[src/rtl/exception_ctrl.sv]
// exception_ctrl: multicycle-MIPS exception sequencer feeding the CP0 EPC/Cause/Status registers.
// Catches synchronous exceptions, enabled interrupts and ERET, then sequences the CP0 writes and PC redirect.
module exception_ctrl #(
    parameter logic [31:0] HANDLER_ADDR = 32'h8000_0180,
    parameter int unsigned CNT_W        = 16
) (
    input  logic             Clk,
    input  logic             Reset,
    input  logic             instr_done,
    input  logic [31:0]      pc_cur,
    input  logic [31:0]      pc_seq,
    input  logic             exc_ov,
    input  logic             exc_ri,
    input  logic             exc_sys,
    input  logic             irq,
    input  logic             status_ie,
    input  logic             eret,
    input  logic [31:0]      epc_in,
    output logic [31:0]      epc_data,
    output logic             EPCWrite,
    output logic [31:0]      cause_data,
    output logic             CWrite,
    output logic             srst,
    output logic             sset,
    output logic             flush,
    output logic             pc_load,
    output logic [31:0]      pc_next,
    output logic             busy,
    output logic [CNT_W-1:0] exc_cnt
);

    localparam int unsigned CODE_W   = 5;
    localparam logic [CODE_W-1:0] CODE_OV  = 5'd12;
    localparam logic [CODE_W-1:0] CODE_RI  = 5'd10;
    localparam logic [CODE_W-1:0] CODE_SYS = 5'd8;

    typedef enum logic [1:0] {
        S_IDLE   = 2'd0,
        S_SAVE   = 2'd1,
        S_VECTOR = 2'd2,
        S_RET    = 2'd3
    } state_t;

    state_t              r_state;
    state_t              w_next;
    logic                r_irq_meta;
    logic                r_irq_s;
    logic [31:0]         r_epc;
    logic [CODE_W-1:0]   r_code;
    logic                r_ip2;
    logic [CNT_W-1:0]    r_cnt;

    logic                w_any_exc;
    logic                w_latch;
    logic [31:0]         w_latch_epc;
    logic [CODE_W-1:0]   w_latch_code;
    logic                w_latch_ip2;

    assign w_any_exc = exc_ov | exc_ri | exc_sys;

    // Two-flop synchronizer for the asynchronous interrupt line.
    always_ff @(posedge Clk or negedge Reset) begin
        if (!Reset) begin
            r_irq_meta <= 1'b0;
            r_irq_s    <= 1'b0;
        end else begin
            r_irq_meta <= irq;
            r_irq_s    <= r_irq_meta;
        end
    end

    // Sequencer state register.
    always_ff @(posedge Clk or negedge Reset) begin
        if (!Reset) begin
            r_state <= S_IDLE;
        end else begin
            r_state <= w_next;
        end
    end

    // Next state and strobes; exception beats interrupt beats ERET while idle.
    always_comb begin
        w_next       = r_state;
        flush        = 1'b0;
        EPCWrite     = 1'b0;
        CWrite       = 1'b0;
        srst         = 1'b0;
        sset         = 1'b0;
        pc_load      = 1'b0;
        pc_next      = 32'h0;
        busy         = 1'b0;
        w_latch      = 1'b0;
        w_latch_epc  = 32'h0;
        w_latch_code = '0;
        w_latch_ip2  = 1'b0;
        case (r_state)
            S_IDLE: begin
                if (w_any_exc) begin
                    flush        = 1'b1;
                    w_latch      = 1'b1;
                    w_latch_epc  = pc_cur;
                    w_latch_code = exc_ov ? CODE_OV : (exc_ri ? CODE_RI : CODE_SYS);
                    w_next       = S_SAVE;
                end else if (instr_done && r_irq_s && status_ie) begin
                    w_latch      = 1'b1;
                    w_latch_epc  = pc_seq;
                    w_latch_ip2  = 1'b1;
                    w_next       = S_SAVE;
                end else if (instr_done && eret) begin
                    flush        = 1'b1;
                    w_next       = S_RET;
                end
            end
            S_SAVE: begin
                busy     = 1'b1;
                EPCWrite = 1'b1;
                CWrite   = 1'b1;
                srst     = 1'b1;
                w_next   = S_VECTOR;
            end
            S_VECTOR: begin
                busy    = 1'b1;
                pc_load = 1'b1;
                pc_next = HANDLER_ADDR;
                w_next  = S_IDLE;
            end
            S_RET: begin
                busy    = 1'b1;
                pc_load = 1'b1;
                pc_next = epc_in;
                sset    = 1'b1;
                w_next  = S_IDLE;
            end
            default: w_next = S_IDLE;
        endcase
    end

    // Capture return address and cause fields at the decision cycle.
    always_ff @(posedge Clk or negedge Reset) begin
        if (!Reset) begin
            r_epc  <= 32'h0;
            r_code <= '0;
            r_ip2  <= 1'b0;
        end else if (w_latch) begin
            r_epc  <= w_latch_epc;
            r_code <= w_latch_code;
            r_ip2  <= w_latch_ip2;
        end
    end

    // Saturating count of exceptions taken, bumped once per SAVE.
    always_ff @(posedge Clk or negedge Reset) begin
        if (!Reset) begin
            r_cnt <= '0;
        end else if (r_state == S_SAVE && r_cnt != {CNT_W{1'b1}}) begin
            r_cnt <= r_cnt + CNT_W'(1);
        end
    end

    assign epc_data   = r_epc;
    assign cause_data = {21'h0, r_ip2, 3'b000, r_code, 2'b00};
    assign exc_cnt    = r_cnt;

endmodule
[config.mk]
export PLATFORM = sky130hd
export DESIGN_NAME = exception_ctrl
export DESIGN_NICKNAME = d
export VERILOG_FILES = /design/src/rtl/exception_ctrl.sv
export SDC_FILE = /design/constraint.sdc
export NUM_CORES = 1
export LEC_CHECK = 0
export CAP_MARGIN = 10
export CORE_MARGIN = 1
export CORE_UTILIZATION = 35
export CTS_CLUSTER_SIZE = 24
export DETAILED_ROUTE_END_ITERATION = 8
export PLACE_DENSITY = 0.89
export SETUP_SLACK_MARGIN = 0.02
export SLEW_MARGIN = 30
export SYNTH_ARGS = -nofsm -noshare
export SYNTH_HDL_FRONTEND = slang
export SYNTH_SLANG_ARGS = --single-unit
[constraint.sdc]
create_clock -name Clk -period 5.95 [get_ports Clk]
set_clock_uncertainty 0.15 [all_clocks]
set_input_delay 1.4875 -clock Clk [delete_from_list [all_inputs] [get_ports Clk]]
set_output_delay 1.4875 -clock Clk [all_outputs]
set_load 0.1 [all_outputs]
==> impl_metrics.yaml, run 1 <==
grt:
  grt_pass1_vias: 2950
  grt_max_degree: 57
  antenna_found_initial: 0
  gr-total-overflow: 0
  grt_first_pass_wirelength_um: 14910
  track_usage_pct: 21.86
clock_network:
  cts_tree: "built"
  clockRootBuffer: "clkbuf_8"
  h-tree-depth: 2
  cts_buffers: 5
  clkTransAtPathRegs_ps: 100
  clk_path_buf_depth: 2
  cts_resized: 0
  clock_latency_ps: 310
  cts_hold_buf: 0
  cts_post_setup_buffers_inserted: 0
  clock_sinks: 56
setup_path:
  slowest_delay_ps: 1210
  r2r_slack_ps: 3340
  path_max_fanout: 36
  timing.rr.start: "r_state[0]$_DFFE_PN0P_"
  cp.arrival_ps: 2900
  cp-end-kind: "output pin"
  cp_top_family: "buffers and inverters"
  crit_path_top_delay_cell: "clkdlybuf4s50_1"
  crit_required_ps: 4310
  worst-path-stages: 2
  crit_chain: "nor2b_2 -> clkdlybuf4s50_1"
  worstRegToRegCells: 4
  crit_type: "flop to output pin"
  critPathBufInv: 1
  reg2reg_to: "exc_cnt[9]$_DFFE_PN0P_"
  startpoint_type: "flop"
sta:
  setup_viol: 0
  hold_viol: 0
  grt_setup_unrepaired: "no"
  post-route-period-util_pct: 76.22
  slew_violations: 0
  slew_headroom_pct: 31.91
  worst_pin_slew_ps: 1018
  timing.fmax_mhz: 220.5
  worst_hold_slack_ps: 213.4
  setup_tns_ps: 0
  period_needed_ps: 4535
place:
  hpwl_um: 7217
  dp.cells: 596
  port_buffers: 195
  gpl.final_weighted_congestion: 0.8401
yosys:
  synth.most_common_cell: "dfrtp_1"
  yosys_warnings: 0
  synth.avg_cell_area_um2: 9.278
  syn_area_mm2: 0.002950
  synthArstFlopShare_pct: 100.0
  synthCells: 318
  yosysTopAreaCell: "dfrtp_1"
  synth_edf_count: 0
  synth.yosys.seq_area_share_pct: 47.50
  synthDistinctLibCells: 36
  yosys-top-cells-count: "dfrtp_1 (56), nor2_1 (37), a21oi_1 (35)"
  synth-seq-cells: 56
  synthFlopType: "dfrtp_1"
  synth_top_cell_area_share_pct: 47.50
  yosys-top-cells-area: "dfrtp_1 (47%), buf_4 (8.1%), o22ai_1 (6.8%)"
flow_run:
  cap_violations: 0
worst_hold_path:
  hp-class: "flop to flop"
  min_from: "r_irq_meta$_DFF_PN0_"
  min_to: "r_irq_s$_DFF_PN0_"
  hold_depth: 0
cells_and_area:
  seq_area_mm2: 0.001401
  fillers: 678
  diodes: 0
  fin_nets: 604
  utilization_pct: 59.46
  syn_to_final_growth_pct: 64.76
  drive_gt1_share_pct: 11.42
  layoutNonFillerInstCount: 604
  multi_input_area_mm2: 0.001323
route:
  drt-total-wl_um: 9802
  drc: 0
  ant_nets: 0
  drt_first_pass_iters: 6
  vias: 3029
  wire_per_inst_um: 16.23
  drtIter0Drc: 115
  routed_via_density: 5.015
die:
  coreArea_mm2: 0.008175
  die_area_mm2: 0.008800
  die_x_um: 93.81
  row_count: 33
  die_y_um: 93.81
  start_util_pct: 36.09
  pin_count: 224
run_status:
  status: "finished clean"
==> cells in the final DEF (no fill, tap or decap), types with 2 or more instances in the layout <==
master           count
clkdlybuf4s50_1    161
dfrtp_1             56
nor2_1              37
buf_4               37
a21oi_1             34
o22ai_1             32
and3_1              30
conb_1              28
xor2_1              14
nand2_1              8
nand4_1              6
nor3_1               6
clkbuf_8             6
nand3_1              5
nor4_1               5
inv_1                3
a21boi_0             3
and2_1               2
nor2b_2              2
a21o_1               2
o21ai_0              2
==> cells by family (layout without fill, tap and decap cells) <==
logic type | count (synthesis) | in the layout | synth area share [%]
AND/OR/NAND/NOR | 110 | 110 | 20.27
AO/OA/AOI/OAI | 77 | 77 | 15.14
buffers and inverters | 57 | 211 | 11.49
flip-flops | 56 | 56 | 47.50
XOR/XNOR | 14 | 14 | 4.156
multiplexers | 2 | 2 | 0.8904
adder cells (fa/ha/maj) | 1 | 1 | 0.4240
other | 1 | 28 | 0.1271
==> registers in the layout, summed over array words and instances, names as in the netlist <==
register / flops
r_code: 3
r_state: 2
r_irq_meta: 1
epc_data: 32
exc_cnt: 16
r_ip2: 1
r_irq_s: 1
==> layer usage <==
metal	up-vias	global-route usage (%)	routed length, um
met5	-	0	0
met4	0	6.026	112
met3	10	5.502	720
met2	143	39.72	5240
met1	1445	25.24	3727
li1	1431	-	-
==> worst register-to-register path, stage by stage, from the launching register on <==
cell	delay, ps
dfrtp_1	900
nor2b_2	480
nand4_1	350
nor4_1	490
xor2_1	180
==> layout make-up <==
cell class | instances | share of cell area (%)
inverter | 4 | 0.3089
clock inverter | 2 | 0.2831
clock buffer | 6 | 1.699
timing repair buffer | 199 | 38.97
multi-input combinational | 232 | 27.21
sequential | 56 | 28.83
tap | 105 | 2.703
==> through the flow <==
step,setup slack [ps],cell area [um2]
global placement,1581,4762
detailed placement,1579,4765
floorplan,619.0,3052
global route,1248,4861
CTS,1397,4861
finish,1415,4861
==> worst max-delay path by stage <==
stage                                 from     endpoint  slack [ps]
CTS                 r_state[0]$_DFFE_PN0P_     EPCWrite        1400
floorplan                       epc_in[31]  pc_next[31]         620
global route        r_state[0]$_DFFE_PN0P_         srst        1250
global placement                instr_done        flush        1580
detailed placement              instr_done        flush        1580
finish              r_state[0]$_DFFE_PN0P_     EPCWrite        1410
Power of run 1 is not shown: default switching activity piles up to over one toggle a cycle in this logic, so the estimate is an artifact.
==> run 2: changes to the inputs <==
- CORE_UTILIZATION: 35 -> 31
- PLACE_DENSITY: 0.89 -> 0.84
- clock period: 5.95 -> 4.15 ns (I/O delays scaled with it)
==> run 2 against run 1 <==
First-iteration DRC count increased by 2.6%. Hold slack got worse by 7.7 ps. Die area rose by 13%. Critical path depth increased by 3. Sequential share of layout area decreased by 0.17 points. Core utilization fell by 6.5 points. Global-route usage decreased by 2.4 points. Cell count up 4.1%. Count of clock-buffer cells in the layout did not move. Non-clock buffer count is 1 higher. Via count grew 0.33%.
==> impl_metrics.yaml, run 2 (synthesized netlist as in run 1, its figures left out) <==
setup_path:
  worst-path-stages: 5
  worstRegToRegCells: 4
  cp_top_family: "buffers and inverters"
  crit_required_ps: 2960
  crit_chain: "clkdlybuf4s50_1 -> nand2_1 -> a21o_1 -> a21oi_1 -> buf_12"
  path_max_fanout: 4
  cp.arrival_ps: 2310
  crit_type: "input pin to output pin"
  slowest_delay_ps: 550
  crit_path_top_delay_cell: "clkdlybuf4s50_1"
  startpoint_type: "input pin"
  critPathBufInv: 2
  cp-end-kind: "output pin"
sta:
  period_needed_ps: 3500
  setup_ws_ps: 649.7
  hold_viol: 0
  slew_headroom_pct: 32.15
  grt_setup_unrepaired: "no"
  worst_hold_slack_ps: 205.7
  worst_pin_slew_ps: 1015
  setup_tns_ps: 0
  post-route-period-util_pct: 84.34
  setup_viol: 0
  timing.fmax_mhz: 285.7
  slew_violations: 0
clock_network:
  h-tree-depth: 2
  clockRootBuffer: "clkbuf_8"
  clk_path_buf_depth: 2
  cts_hold_buf: 0
  cts_post_setup_buffers_inserted: 0
  clock_latency_ps: 300
  cts_tree: "built"
  cts_buffers: 5
  cts_resized: 0
  clkTransAtPathRegs_ps: 100
  clock_sinks: 56
cells_and_area:
  final_common_cell: "clkdlybuf4s50_1"
  syn_to_final_growth_pct: 65.73
  diodes: 0
  largest_register_ffs: 32
  drive_gt1_share_pct: 12.80
  most-common-layout-cells: "clkdlybuf4s50_1 (154), dfrtp_1 (56), buf_4 (43)"
  fin_nets: 605
  finish.instance_area_mm2: 0.004890
route:
  vias: 3039
  drc: 0
  wire_per_inst_um: 15.55
  drt_first_pass_iters: 5
  drtIter0Drc: 118
  routed_via_density: 4.831
  ant_nets: 0
  drt-total-wl_um: 9779
grt:
  grt_max_degree: 40
  gr-total-overflow: 0
  grt_pass1_vias: 2987
  track_usage_pct: 19.47
  grt_first_pass_wirelength_um: 15210
  antenna_found_initial: 0
die:
  pin_count: 224
  die_x_um: 99.56
  die_area_mm2: 0.009911
  coreArea_mm2: 0.009240
  start_util_pct: 31.93
  die_y_um: 99.56
  row_count: 35
worst_hold_path:
  hold_depth: 0
  hp-class: "flop to flop"
place:
  port_buffers: 195
  gpl.final_weighted_congestion: 0.8691
  hpwl_um: 7710
  placed_cell_area_mm2: 0.004792
  detailedPlace.worstSlack_ps: 666.1
run_status:
  status: "finished clean"
flow_run:
  cap_violations: 0
-- run 2: worst paths after layout --
path / startpoint / to / slack, ps
worst min register to register: r_irq_meta$_DFF_PN0_ / r_irq_s$_DFF_PN0_ / 210
worst max-delay path: instr_done / flush / 650
worst max register to register: r_state[0]$_DFFE_PN0P_ / exc_cnt[11]$_DFFE_PN0P_ / 1600
worst min-delay path: r_irq_meta$_DFF_PN0_ / r_irq_s$_DFF_PN0_ / 210
max in group asynchronous: Reset / epc_data[4]$_DFFE_PN0P_ / 2440
min in group asynchronous: Reset / exc_cnt[1]$_DFFE_PN0P_ / 620
-- run 2: metal layers --
metal  share of wire, %  wire length, um  up-vias  global-route usage [%]
met5                  0                0        -                       0
met3                6.5              637       16                   4.287
met2                 54             5254      137                   36.97
met1                 38             3726     1451                   21.96
met4                1.6              161        0                   4.864
li1                   -                -     1435                       -
-- run 2: area by class of cell --
class	count	area, um2
Fill cell	852	4350
Clock buffer	6	82.58
Multi-Input combinational cell	232	1320
Clock inverter	2	15.01
Tap cell	129	161.4
Inverter	4	15.01
Sequential cell	56	1401
Timing Repair Buffer	200	1894
-- run 2: stage by stage --
step / std cells / util [%]
floorplan: 345 / -
global placement: 621 / 51.92
detailed placement: 621 / 51.86
CTS: 629 / 52.92
global route: 629 / 52.92
finish: 629 / 52.92
Power of run 2 is left out for the same reason.
==> run 3: changes to the inputs <==
- clock period: 4.15 -> 2.93 ns (I/O delays scaled with it)
==> run 3 against run 2 <==
Cell count grew 0.79%. Routed wire length grew 0.70%. Die area is the same. Highest routed layer unchanged.
==> impl_metrics.yaml, run 3 (synthesized netlist as in run 1, its figures left out) <==
run_status:
  status: "finished clean"
die:
  start_util_pct: 31.93
  coreArea_mm2: 0.009240
  die_y_um: 99.56
  die_x_um: 99.56
  row_count: 35
  die_area_mm2: 0.009911
  pin_count: 224
sta:
  setup_viol: 0
  timing.fmax_mhz: 358.3
  post-route-period-util_pct: 95.26
  worst_pin_slew_ps: 671.1
  hold_viol: 0
  setup_tns_ps: 0
  grt_setup_unrepaired: "no"
  slew_violations: 0
  period_needed_ps: 2791
  slew_headroom_pct: 55.26
clock_network:
  cts_post_setup_buffers_inserted: 0
  clkTransAtPathRegs_ps: 100
  clockRootBuffer: "clkbuf_8"
  cts_hold_buf: 0
  clock_latency_ps: 300
  cts_resized: 0
  cts_tree: "built"
  clk_path_buf_depth: 2
  clock_sinks: 56
  h-tree-depth: 2
  cts_buffers: 5
setup_path:
  cp-end-kind: "output pin"
  r2r_slack_ps: 620
  crit_required_ps: 2050
  crit_type: "input pin to output pin"
  path_max_fanout: 2
  worstRegToRegCells: 4
  cp.arrival_ps: 1910
  startpoint_type: "input pin"
grt:
  gr-total-overflow: 0
  track_usage_pct: 19.81
  grt_pass1_vias: 3051
  grt_first_pass_wirelength_um: 15480
  antenna_found_initial: 2
  grt_max_degree: 36
cells_and_area:
  syn_to_final_growth_pct: 79.43
  most-common-layout-cells: "clkdlybuf4s50_1 (103), buf_4 (59), dfrtp_1 (56)"
  fin_nets: 608
  final_common_cell: "clkdlybuf4s50_1"
  seq_area_mm2: 0.001401
  drive_gt1_share_pct: 24.06
  multi_input_area_mm2: 0.001343
  fillers: 773
  largest_register_ffs: 32
route:
  vias: 3066
  drc: 0
  wire_per_inst_um: 15.53
  drt-total-wl_um: 9847
  drtIter0Drc: 93
  ant_nets: 0
  drt_first_pass_iters: 4
  routed_via_density: 4.836
place:
  gpl.final_weighted_congestion: 0.8506
  hpwl_um: 7799
  port_buffers: 195
worst_hold_path:
  hp-class: "flop to flop"
  hold_depth: 0
flow_run:
  cap_violations: 0
[run 3: worst paths after layout]
path	from	endpoint
worst max-delay path	eret	flush
worst min-delay path	r_irq_meta$_DFF_PN0_	r_irq_s$_DFF_PN0_
worst max register to register	r_state[1]$_DFFE_PN0P_	exc_cnt[15]$_DFFE_PN0P_
worst min register to register	r_irq_meta$_DFF_PN0_	r_irq_s$_DFF_PN0_
max in group asynchronous	Reset	exc_cnt[8]$_DFFE_PN0P_
min in group asynchronous	Reset	epc_data[17]$_DFFE_PN0P_
[run 3: worst max-delay path, cell delays in order]
cell and delay (ps):
clkdlybuf4s50_1 520, nand2_1 100, a21o_1 190, a21oi_4 170, buf_12 190
[run 3: per-layer routing]
layer	GRT usage (%)	wire length, um	share of wire [%]	vias up
met5	0	0	0	-
met2	37.82	5348	54	152
li1	-	-	-	1439
met4	7.127	241	2.4	0
met3	3.865	629	6.4	12
met1	21.61	3628	37	1463
[run 3: cell type report]
type | instances | share of cell area [%]
inverters | 4 | 0.2836
flip-flops and latches | 56 | 26.47
multi-input cells | 232 | 25.36
diodes | 2 | 0.09454
clock inverters | 2 | 0.3073
repair buffers | 203 | 43.06
well taps | 129 | 3.049
clock buffers | 6 | 1.371
[run 3: per-stage QoR]
stage                     instances  setup slack (ps)  util (%)  hold WS (ps)  area (um2)
after floorplan                 345             190.0         -         181.2        3074
after global placement          624             147.2     56.28         186.1        5200
after detailed placement        624             146.6     56.28         193.4        5200
after CTS                       632             138.1     57.24         209.4        5289
after global routing            634             106.2     57.29         216.4        5294
final                           634             138.8     57.29         208.5        5294
Power of run 3 is left out for the same reason.
